$ cat config.mk
export PLATFORM = sky130hd
export DESIGN_NAME = fp_add_arbiter_flat
export DESIGN_NICKNAME = d
export VERILOG_FILES = /design/src/rtl/fp_add_arbiter_if.sv /design/src/rtl/fp_add_arbiter.sv /design/src/flat_wrapper.sv
export SDC_FILE = /design/constraint.sdc
export NUM_CORES = 1
export LEC_CHECK = 0
export CAP_MARGIN = 5
export CORE_MARGIN = 1.5
export CORE_UTILIZATION = 30
export CTS_CLUSTER_DIAMETER = 50
export CTS_CLUSTER_SIZE = 10
export DETAILED_ROUTE_END_ITERATION = 8
export PLACE_DENSITY = 0.77
export SLEW_MARGIN = 20
export SYNTH_ARGS = -nofsm -noshare
export SYNTH_HDL_FRONTEND = slang
export SYNTH_SLANG_ARGS = --single-unit
$ cat constraint.sdc
create_clock -name clk -period 5.6 [get_ports clk]
set_input_delay 1.68 -clock clk [delete_from_list [all_inputs] [get_ports clk]]
set_output_delay 1.68 -clock clk [all_outputs]
set_load 0.05 [all_outputs]
$ cat src/rtl/fp_add_arbiter_if.sv
// Requester, response and adder-side signals of the shared FP16 adder arbiter.
// master = arbiter view; slave = requesters plus the adder instance.
interface fp_add_arbiter_if #(
    parameter int NUM_REQ    = 4,
    parameter int DATA_WIDTH = 16
);
    logic [NUM_REQ-1:0]            req_valid;
    logic [NUM_REQ*DATA_WIDTH-1:0] req_a;
    logic [NUM_REQ*DATA_WIDTH-1:0] req_b;
    logic [NUM_REQ-1:0]            req_ready;
    logic [NUM_REQ-1:0]            rsp_valid;
    logic [DATA_WIDTH-1:0]         rsp_data;
    logic [NUM_REQ-1:0]            rsp_ready;
    logic                          add_en;
    logic [DATA_WIDTH-1:0]         add_a;
    logic [DATA_WIDTH-1:0]         add_b;
    logic [DATA_WIDTH-1:0]         add_result;
    logic                          idle;

    modport master (
        input  req_valid, req_a, req_b, rsp_ready, add_result,
        output req_ready, rsp_valid, rsp_data, add_en, add_a, add_b, idle
    );

    modport slave (
        output req_valid, req_a, req_b, rsp_ready, add_result,
        input  req_ready, rsp_valid, rsp_data, add_en, add_a, add_b, idle
    );
endinterface

$ cat src/rtl/fp_add_arbiter.sv
// Round-robin sharer of one pipelined FP16 adder; results routed back by tag, ADD_LATENCY cycles.
// A head result its requester cannot take freezes the adder and suppresses all grants.
module fp_add_arbiter #(
    parameter int NUM_REQ       = 4,
    parameter int DATA_WIDTH    = 16,
    parameter int ADD_LATENCY   = 4,
    parameter int WARMUP_CYCLES = 5
) (
    input  logic             clk,
    input  logic             reset_n,
    fp_add_arbiter_if.master bus
);
    localparam int TAG_W = $clog2(NUM_REQ);
    localparam int IDX_W = TAG_W + 1;
    localparam int CNT_W = $clog2(WARMUP_CYCLES + 1);

    typedef enum logic {ST_WARMUP = 1'b0, ST_RUN = 1'b1} state_e;

    state_e                            state_q, state_d;
    logic [CNT_W-1:0]                  cnt_q, cnt_d;
    logic [ADD_LATENCY-1:0]            v_q, v_d;
    logic [ADD_LATENCY-1:0][TAG_W-1:0] t_q, t_d;
    logic [TAG_W-1:0]                  rr_ptr_q, rr_ptr_d;

    logic               run;
    logic               head_vld;
    logic [TAG_W-1:0]   head_tag;
    logic [NUM_REQ-1:0] head_oh;
    logic               stall;
    logic               advance;
    logic               gnt_vld;
    logic [TAG_W-1:0]   gnt_idx;
    logic [IDX_W-1:0]   scan_idx;
    logic               take;

    assign run      = (state_q == ST_RUN);
    assign head_vld = v_q[ADD_LATENCY-1];
    assign head_tag = t_q[ADD_LATENCY-1];

    always_comb begin
        head_oh = '0;
        for (int j = 0; j < NUM_REQ; j++) begin
            head_oh[j] = head_vld && (head_tag == TAG_W'(j));
        end
    end

    assign stall   = |(head_oh & ~bus.rsp_ready);
    assign advance = ~stall;
    assign take    = run && advance && gnt_vld;

    // State register
    always_ff @(posedge clk or negedge reset_n) begin
        if (!reset_n) begin
            state_q <= ST_WARMUP;
            cnt_q   <= '0;
        end else begin
            state_q <= state_d;
            cnt_q   <= cnt_d;
        end
    end

    // Next state: warm-up flushes the adder with zeros before any grant
    always_comb begin
        state_d = state_q;
        cnt_d   = cnt_q;
        if (state_q == ST_WARMUP) begin
            cnt_d = cnt_q + CNT_W'(1);
            if (cnt_q == CNT_W'(WARMUP_CYCLES - 1)) begin
                state_d = ST_RUN;
            end
        end
    end

    // Search from rr_ptr upward, wrapping, for the first valid requester
    always_comb begin
        gnt_vld  = 1'b0;
        gnt_idx  = '0;
        scan_idx = '0;
        for (int k = 0; k < NUM_REQ; k++) begin
            scan_idx = {1'b0, rr_ptr_q} + IDX_W'(k);
            if (scan_idx >= IDX_W'(NUM_REQ)) begin
                scan_idx = scan_idx - IDX_W'(NUM_REQ);
            end
            for (int j = 0; j < NUM_REQ; j++) begin
                if (!gnt_vld && bus.req_valid[j] && (scan_idx == IDX_W'(j))) begin
                    gnt_vld = 1'b1;
                    gnt_idx = TAG_W'(j);
                end
            end
        end
    end

    always_ff @(posedge clk or negedge reset_n) begin
        if (!reset_n) begin
            v_q      <= '0;
            t_q      <= '0;
            rr_ptr_q <= '0;
        end else begin
            v_q      <= v_d;
            t_q      <= t_d;
            rr_ptr_q <= rr_ptr_d;
        end
    end

    // Shadow pipeline moves in lockstep with the adder enable
    always_comb begin
        v_d      = v_q;
        t_d      = t_q;
        rr_ptr_d = rr_ptr_q;
        if (advance) begin
            v_d[0] = take;
            t_d[0] = gnt_idx;
            for (int k = 1; k < ADD_LATENCY; k++) begin
                v_d[k] = v_q[k-1];
                t_d[k] = t_q[k-1];
            end
        end
        if (take) begin
            rr_ptr_d = (gnt_idx == TAG_W'(NUM_REQ - 1)) ? '0 : gnt_idx + TAG_W'(1);
        end
    end

    // Outputs
    always_comb begin
        bus.req_ready = '0;
        bus.add_a     = '0;
        bus.add_b     = '0;
        for (int j = 0; j < NUM_REQ; j++) begin
            if (take && (gnt_idx == TAG_W'(j))) begin
                bus.req_ready[j] = 1'b1;
                bus.add_a        = bus.req_a[j*DATA_WIDTH +: DATA_WIDTH];
                bus.add_b        = bus.req_b[j*DATA_WIDTH +: DATA_WIDTH];
            end
        end
        bus.add_en    = run ? advance : 1'b1;
        bus.rsp_valid = head_oh;
        bus.rsp_data  = bus.add_result;
        bus.idle      = run && (v_q == '0);
    end
endmodule

$ cat src/flat_wrapper.sv
// flat-port wrapper written by rule: the top's interface ports become plain ports
module fp_add_arbiter_flat 
#(
    parameter int NUM_REQ       = 4,
    parameter int DATA_WIDTH    = 16,
    parameter int ADD_LATENCY   = 4,
    parameter int WARMUP_CYCLES = 5
)
  (clk, reset_n, bus_req_valid, bus_req_a, bus_req_b, bus_rsp_ready, bus_add_result, bus_req_ready, bus_rsp_valid, bus_rsp_data, bus_add_en, bus_add_a, bus_add_b, bus_idle);
  fp_add_arbiter_if #(.NUM_REQ(NUM_REQ), .DATA_WIDTH(DATA_WIDTH)) bus_i ();
  input  logic clk;
  input  logic reset_n;
  input wire logic [$bits(bus_i.req_valid)-1:0] bus_req_valid;
  input wire logic [$bits(bus_i.req_a)-1:0] bus_req_a;
  input wire logic [$bits(bus_i.req_b)-1:0] bus_req_b;
  input wire logic [$bits(bus_i.rsp_ready)-1:0] bus_rsp_ready;
  input wire logic [$bits(bus_i.add_result)-1:0] bus_add_result;
  output wire logic [$bits(bus_i.req_ready)-1:0] bus_req_ready;
  output wire logic [$bits(bus_i.rsp_valid)-1:0] bus_rsp_valid;
  output wire logic [$bits(bus_i.rsp_data)-1:0] bus_rsp_data;
  output wire logic [$bits(bus_i.add_en)-1:0] bus_add_en;
  output wire logic [$bits(bus_i.add_a)-1:0] bus_add_a;
  output wire logic [$bits(bus_i.add_b)-1:0] bus_add_b;
  output wire logic [$bits(bus_i.idle)-1:0] bus_idle;
  assign bus_i.req_valid = bus_req_valid;
  assign bus_i.req_a = bus_req_a;
  assign bus_i.req_b = bus_req_b;
  assign bus_i.rsp_ready = bus_rsp_ready;
  assign bus_i.add_result = bus_add_result;
  assign bus_req_ready = bus_i.req_ready;
  assign bus_rsp_valid = bus_i.rsp_valid;
  assign bus_rsp_data = bus_i.rsp_data;
  assign bus_add_en = bus_i.add_en;
  assign bus_add_a = bus_i.add_a;
  assign bus_add_b = bus_i.add_b;
  assign bus_idle = bus_i.idle;
  fp_add_arbiter #(.NUM_REQ(NUM_REQ), .DATA_WIDTH(DATA_WIDTH), .ADD_LATENCY(ADD_LATENCY), .WARMUP_CYCLES(WARMUP_CYCLES)) u_core (.clk(clk), .reset_n(reset_n), .bus(bus_i));
endmodule
# Word level (Yosys, flattened, before mapping)
# Index checks and enable logic that the tools add are counted.
word_totals:
  ff_bits: 18
  out_inout_bits: 58
  elab_cells: 159
op_classes:
  add_sub_neg: 9
  magnitude_cmp: 4
  eq_ne: 19
  mux: 51
  bitwise: 3
  n_reduce_logical: 65
ops:
  columns: ["op", "n"]
  rows:
  - ["two-way mux 16 bit", 8]
  - ["logical AND 1 bit", 42]
  - ["two-way mux 2 bit", 15]
  - ["equality test 3 x 2 -> 1 bit, second input constant", 8]
  - ["two-way mux 1 bit", 24]
  - ["zero test 1 bit", 15]
  - ["equality test 3 x 1 -> 1 bit, second input constant", 4]
  - ["zero test 3 bit", 4]
  - ["two-way mux 3 bit", 4]
  - ["greater-or-equal comparator 3 bit, second input constant", 3]
  - ["subtractor 3 bit, second input constant", 3]
  - ["equality test 2 bit, second input constant", 4]
  - ["adder 2 x 2 -> 3 bit, second input constant", 2]
  - ["AND 4 bit", 1]
  - ["equality test 2 x 1 -> 1 bit, second input constant", 2]
  - ["zero test 2 bit", 2]
  - ["zero test 4 bit", 1]
  - ["NOT 4 bit", 1]
  - ["OR reduction 4 bit", 1]
  - ["adder 2 x 1 -> 3 bit, second input constant", 1]
  - ["adder 3 x 1 -> 3 bit, second input constant", 1]
  - ["equality test 3 bit, second input constant", 1]
  - ["greater-or-equal comparator 2 x 3 -> 1 bit, second input constant", 1]
  - ["subtractor 2 x 3 -> 3 bit, second input constant", 1]
  - ["2 further kinds", 2]

# Longest topological paths before layout
logic_depth:
  ltp_word: 71
  mapped_depth: 10

# Least setup slack after synthesis
# OpenSTA, ideal clock, no wires.
synth_timing:
  path_type: "input-to-output"
  from: "input port bus_req_valid[1]"
  to: "output port bus_add_b[14]"
  arrival_time_ps: 4029
  required_ps: 3920
  setup_slack_ps: -109
  cell_stages: 10
  cell_sequence: "clkbuf_1 -> a21o_1 -> a21boi_0 -> o22ai_1 -> inv_1 -> ha_1 -> buf_1 -> nand4b_1 -> buf_2 -> o221ai_1"
synth_via:
  elab_chain_len: 65
  elab_cells_between_ends: 87
  cone_classes: "eq/ne: 3; mux: 34; reduce/logical: 50"
synth_rtl:
  columns: ["element", "line_no", "source"]
  rows:
  - ["start: declaration", "flat_wrapper.sv:13", "input wire logic [$bits(bus_i.req_valid)-1:0] bus_req_valid;"]
  - ["logical AND 1 bit (2 in a row)", "fp_add_arbiter.sv:85", "if (!gnt_vld && bus.req_valid[j] && (scan_idx == IDX_W'(j))) begin"]
  - ["two-way mux 1 bit", "fp_add_arbiter.sv:85", null]
  - ["zero test 1 bit", "fp_add_arbiter.sv:85", null]
  - ["logical AND 1 bit (2 in a row)", "fp_add_arbiter.sv:85", null]
  - ["two-way mux 1 bit", "fp_add_arbiter.sv:85", null]
  - ["zero test 1 bit", "fp_add_arbiter.sv:85", null]
  - ["logical AND 1 bit (2 in a row)", "fp_add_arbiter.sv:85", null]
  - ["two-way mux 1 bit", "fp_add_arbiter.sv:85", null]
  - ["(+44 left out)", null, null]
  - ["zero test 1 bit", "fp_add_arbiter.sv:85", null]
  - ["logical AND 1 bit (2 in a row)", "fp_add_arbiter.sv:85", null]
  - ["two-way mux 2 bit *", "fp_add_arbiter.sv:85", null]
  - ["named net u_core.gnt_idx[1]", "fp_add_arbiter.sv:32", "logic [TAG_W-1:0] gnt_idx;"]
  - ["zero test 2 bit", "fp_add_arbiter.sv:129", "if (take && (gnt_idx == TAG_W'(j))) begin"]
  - ["logical AND 1 bit", "fp_add_arbiter.sv:129", null]
  - ["two-way mux 16 bit (3 in a row)", "fp_add_arbiter.sv:129", null]
  - ["two-way mux 16 bit *", "fp_add_arbiter.sv:129", null]
  - ["end: declaration", "flat_wrapper.sv:23", "output wire logic [$bits(bus_i.add_b)-1:0] bus_add_b;"]
# Mark *: on every way through the listed nets, which the timed path passes. The rest lies on a longest branch.

# Final worst setup path
layout_timing:
  from: "input port bus_req_valid[2]"
  to: "output port bus_add_a[11]"
layout_via:
  elab_chain_len: 61
  elab_cells_between_ends: 82
  cone_classes: "eq/ne: 3; mux: 32; reduce/logical: 47"
layout_rtl:
  columns: ["element", "line_no", "source"]
  rows:
  - ["logical AND 1 bit (2 in a row)", "fp_add_arbiter.sv:85", null]
  - ["two-way mux 1 bit", "fp_add_arbiter.sv:85", null]
  - ["zero test 1 bit", "fp_add_arbiter.sv:85", null]
  - ["logical AND 1 bit (2 in a row)", "fp_add_arbiter.sv:85", null]
  - ["two-way mux 1 bit", "fp_add_arbiter.sv:85", null]
  - ["zero test 1 bit", "fp_add_arbiter.sv:85", null]
  - ["logical AND 1 bit (2 in a row)", "fp_add_arbiter.sv:85", null]
  - ["two-way mux 1 bit", "fp_add_arbiter.sv:85", null]
  - ["(+40 left out)", null, null]
  - ["zero test 1 bit", "fp_add_arbiter.sv:85", null]
  - ["logical AND 1 bit (2 in a row)", "fp_add_arbiter.sv:85", null]
  - ["two-way mux 2 bit *", "fp_add_arbiter.sv:85", null]
  - ["named net u_core.gnt_idx[1]", "fp_add_arbiter.sv:32", null]
  - ["zero test 2 bit", "fp_add_arbiter.sv:129", null]
  - ["logical AND 1 bit", "fp_add_arbiter.sv:129", null]
  - ["two-way mux 16 bit (3 in a row)", "fp_add_arbiter.sv:129", null]
  - ["two-way mux 16 bit *", "fp_add_arbiter.sv:129", null]
  - ["end: declaration", "flat_wrapper.sv:22", "output wire logic [$bits(bus_i.add_a)-1:0] bus_add_a;"]
# Marks and branches as above.

==> impl_metrics.env <==
export IMPL_status="finished, final reports clean"
export IMPL_cpPeakStageDelay_ns=0.48
export IMPL_cap_violations=0
export IMPL_max_clock_path_buffers=2
export IMPL_dr_pass1_iters=4
export IMPL_worstPathArrival_ns=3.71
export IMPL_syn_instance_count=293
export IMPL_layout_common_cells="clkdlybuf4s50_1, inv_1, buf_12"
export IMPL_synth_top_cell_area_share_pct=18.00
export IMPL_reg2reg_depth=5
export IMPL_vias=2831
export IMPL_grt_antenna_before_repair=0
export IMPL_leakagePower_nw=2.106
export IMPL_worstHoldEndpoint="u_core.cnt_q[2]$_DFFE_PN0N_"
export IMPL_fin_ws_ns=0.2093
export IMPL_critical_path_class="in -> out"
export IMPL_min_from="u_core.cnt_q[2]$_DFFE_PN0N_"
export IMPL_avgSynthCellArea_um2=8.541
export IMPL_startpoint_type="input port"
export IMPL_grt_max_degree=39
export IMPL_rr_endpoint="u_core.rr_ptr_q[1]$_DFFE_PN0P_"
export IMPL_ys_async_sr_fraction_pct=100.0
export IMPL_synthTopCellsByArea="dfrtp_1, o221ai_2, mux2i_1, and2_1, nand3_1"
export IMPL_area_growth_pct=93.60
export IMPL_place_ws_ns=-0.2339
export IMPL_setup_viol=0
export IMPL_met3_length_um=996
export IMPL_nFillCells=678
export IMPL_multi_input_area_um2=1738
export IMPL_final_common_cell="clkdlybuf4s50_1"
export IMPL_place_gp_congestion=0.8672
export IMPL_htree_levels=1
export IMPL_yosysSeqAreaShare_pct=18.00
export IMPL_ant_nets=0
export IMPL_yosysWarnings=0
export IMPL_relSlewSlack_pct=48.52
export IMPL_hpwl_um=7427
export IMPL_synthFlopType="dfrtp_1"
export IMPL_end_kind="primary output"
export IMPL_hold_path_class="reg -> reg"
export IMPL_diodes=0
export IMPL_wl_per_cell_um=16.74
export IMPL_synth_seq_cells=18
export IMPL_hold_depth=1
export IMPL_cp_max_fo=8
export IMPL_rows=33
export IMPL_drtIter0Drc=65
export IMPL_grt_setup_unrepaired="false"
export IMPL_fin_skew_ns=0.0008104
export IMPL_synth_edf_count=0
export IMPL_cts_sinks=18
export IMPL_cp_cell_sequence="dlygate4sd2_1 > a21boi_0 > o22ai_1 > inv_1 > ha_1 > a2111o_2 > buf_4 > o221ai_2 > buf_12"
export IMPL_die_area_um2=8898
export IMPL_viasPerCell=5.046
export IMPL_regArea_um2=450.4
export IMPL_track_usage_pct=20.02
export IMPL_hold_viol=0
export IMPL_top_layer="met4"
export IMPL_fp_dieW_um=94.33
export IMPL_grt_overflow_total=0
export IMPL_p_per_area_nw_per_um2=549.1
export IMPL_wl_um=9391
export IMPL_start_util_pct=30.76
export IMPL_cp_required_ns=3.92
export IMPL_synth_area_um2=2502
export IMPL_post_route_drc_count=0
export IMPL_post_route_period_util_pct=96.26
export IMPL_cts_tree="built"
export IMPL_ios=212
export IMPL_period_minus_slack_ns=5.391
export IMPL_clkLatencyLatePin_ns=0.25
export IMPL_grt_pass1_wl_um=14010
export IMPL_critPathSlowestCell="a2111o_2"
export IMPL_fin_hold_ws_ns=0.4811
export IMPL_r2r_start="u_core.head_tag[1]$_DFFE_PN0N_"
export IMPL_yosysTopAreaCell="dfrtp_1"
export IMPL_synth_cell_types=39
export IMPL_final_nets=615
export IMPL_max_freq_mhz=185.5
export IMPL_die_h_um=94.33
export IMPL_portBuffers=179
export IMPL_drive_above_1_share_pct=25.22
export IMPL_numCtsBuffers=3
export IMPL_clk_pin_slew_ns=0.06
export IMPL_cts_root_buf="clkbuf_8"
export IMPL_ir_worst_vdd_v=0.0003478
export IMPL_grt_pass1_vias=2805
export IMPL_syn_nets=451
export IMPL_wl_met1_um=3587
export IMPL_r2r_slack_ns=3.63
export IMPL_wl_met2_um=4611
export IMPL_drv_slew=0
export IMPL_coreArea_um2=8134
export IMPL_max_slew_worst_pin_slew_ns=0.7698
==> synth_stat cells, types with 5 or more instances <==
master	number
dfrtp_1	18
mux2_2	9
and2_1	35
nand2_1	8
nor2_1	5
clkbuf_1	14
mux2i_1	34
buf_4	16
inv_1	38
o221ai_2	30
nand3_1	32
==> through the flow <==
step | total power [W] | utilization, % | setup TNS (ns) | cells | area [um^2]
after floorplan | 0.001567 | - | 0 | 293 | 2509
after global placement | 0.002500 | 58.22 | -3.050 | 556 | 4736
after detailed placement | 0.002536 | 58.22 | -4.278 | 556 | 4736
after CTS | 0.002670 | 59.39 | 0 | 561 | 4831
after global routing | 0.002793 | 59.56 | 0 | 561 | 4845
final | 0.002660 | 59.56 | 0 | 561 | 4845
==> state kept, by name, indices dropped and copies added (netlist names) <==
signal and flops:
u_core.v_q 4, u_core.t_q 6, u_core.cnt_q 3, u_core.rr_ptr_q 2, u_core.head_tag 2, u_core.run 1
==> critical path, delay by kind of cell <==
family                   cells  cell delay [ns]
AO/OA/AOI/OAI                4             1.07
adder cells (fa/ha/maj)      1             0.21
buffers and inverters        4             0.75
==> repair_timing <==
| action | CTS | global route |
|---|---|---|
| pin swaps | 1 | 1 |
| hold buffers | 0 | 0 |
| setup buffers | 1 | 0 |
| hold endpoints to repair | 0 | 0 |
| resized for setup | 9 | 8 |
| endpoints found under the setup margin | 35 | 32 |
==> metal layers <==
metal / vias up / global-route usage (%)
met4: 0 / 5.473
met5: - / 0
li1: 1349 / -
met2: 175 / 35.37
met3: 20 / 4.670
met1: 1287 / 24.19
==> where the power goes <==
part	internal [W]	leakage (nW)	switching, W
Clock	0.0000623	0.0288	0.0000399
Combinational	0.00105	1.87	0.00127
Sequential	0.000182	0.202	0.0000539
Total	0.00130	2.11	0.00136
==> worst max-delay path by stage <==
stage,end,slack [ns],from,cells after the start
after floorplan,bus_add_a[15],0.007,bus_req_valid[1],9
after global placement,bus_add_a[15],-0.23,bus_req_valid[1],7
after detailed placement,bus_add_a[15],-0.23,bus_req_valid[1],7
after CTS,bus_add_a[10],0.007,bus_req_valid[3],11
after global routing,bus_add_b[3],0.06,bus_req_valid[2],9
final,bus_add_a[11],0.21,bus_req_valid[2],9
==> area by class of cell <==
cell class | instances | area share, %
timing repair buffer | 200 | 48.04
multi-input combinational | 196 | 35.87
sequential | 18 | 9.298
clock buffer | 4 | 1.136
inverter | 38 | 2.944
tap | 105 | 2.712
==> logic make-up (layout without fill, tap and decap cells) <==
| logic type | Yosys count | in the layout | synth area share [%] |
|---|---|---|---|
| buf+inv | 79 | 242 | 15.70 |
| simple gates | 95 | 95 | 21.05 |
| compound gates | 52 | 52 | 24.90 |
| flops | 18 | 18 | 18.00 |
| xor+xnor | 2 | 2 | 0.7001 |
| fa+ha+maj | 4 | 4 | 2.000 |
| mux | 43 | 43 | 17.65 |
Note: power is estimated with default switching activity, not from simulation.
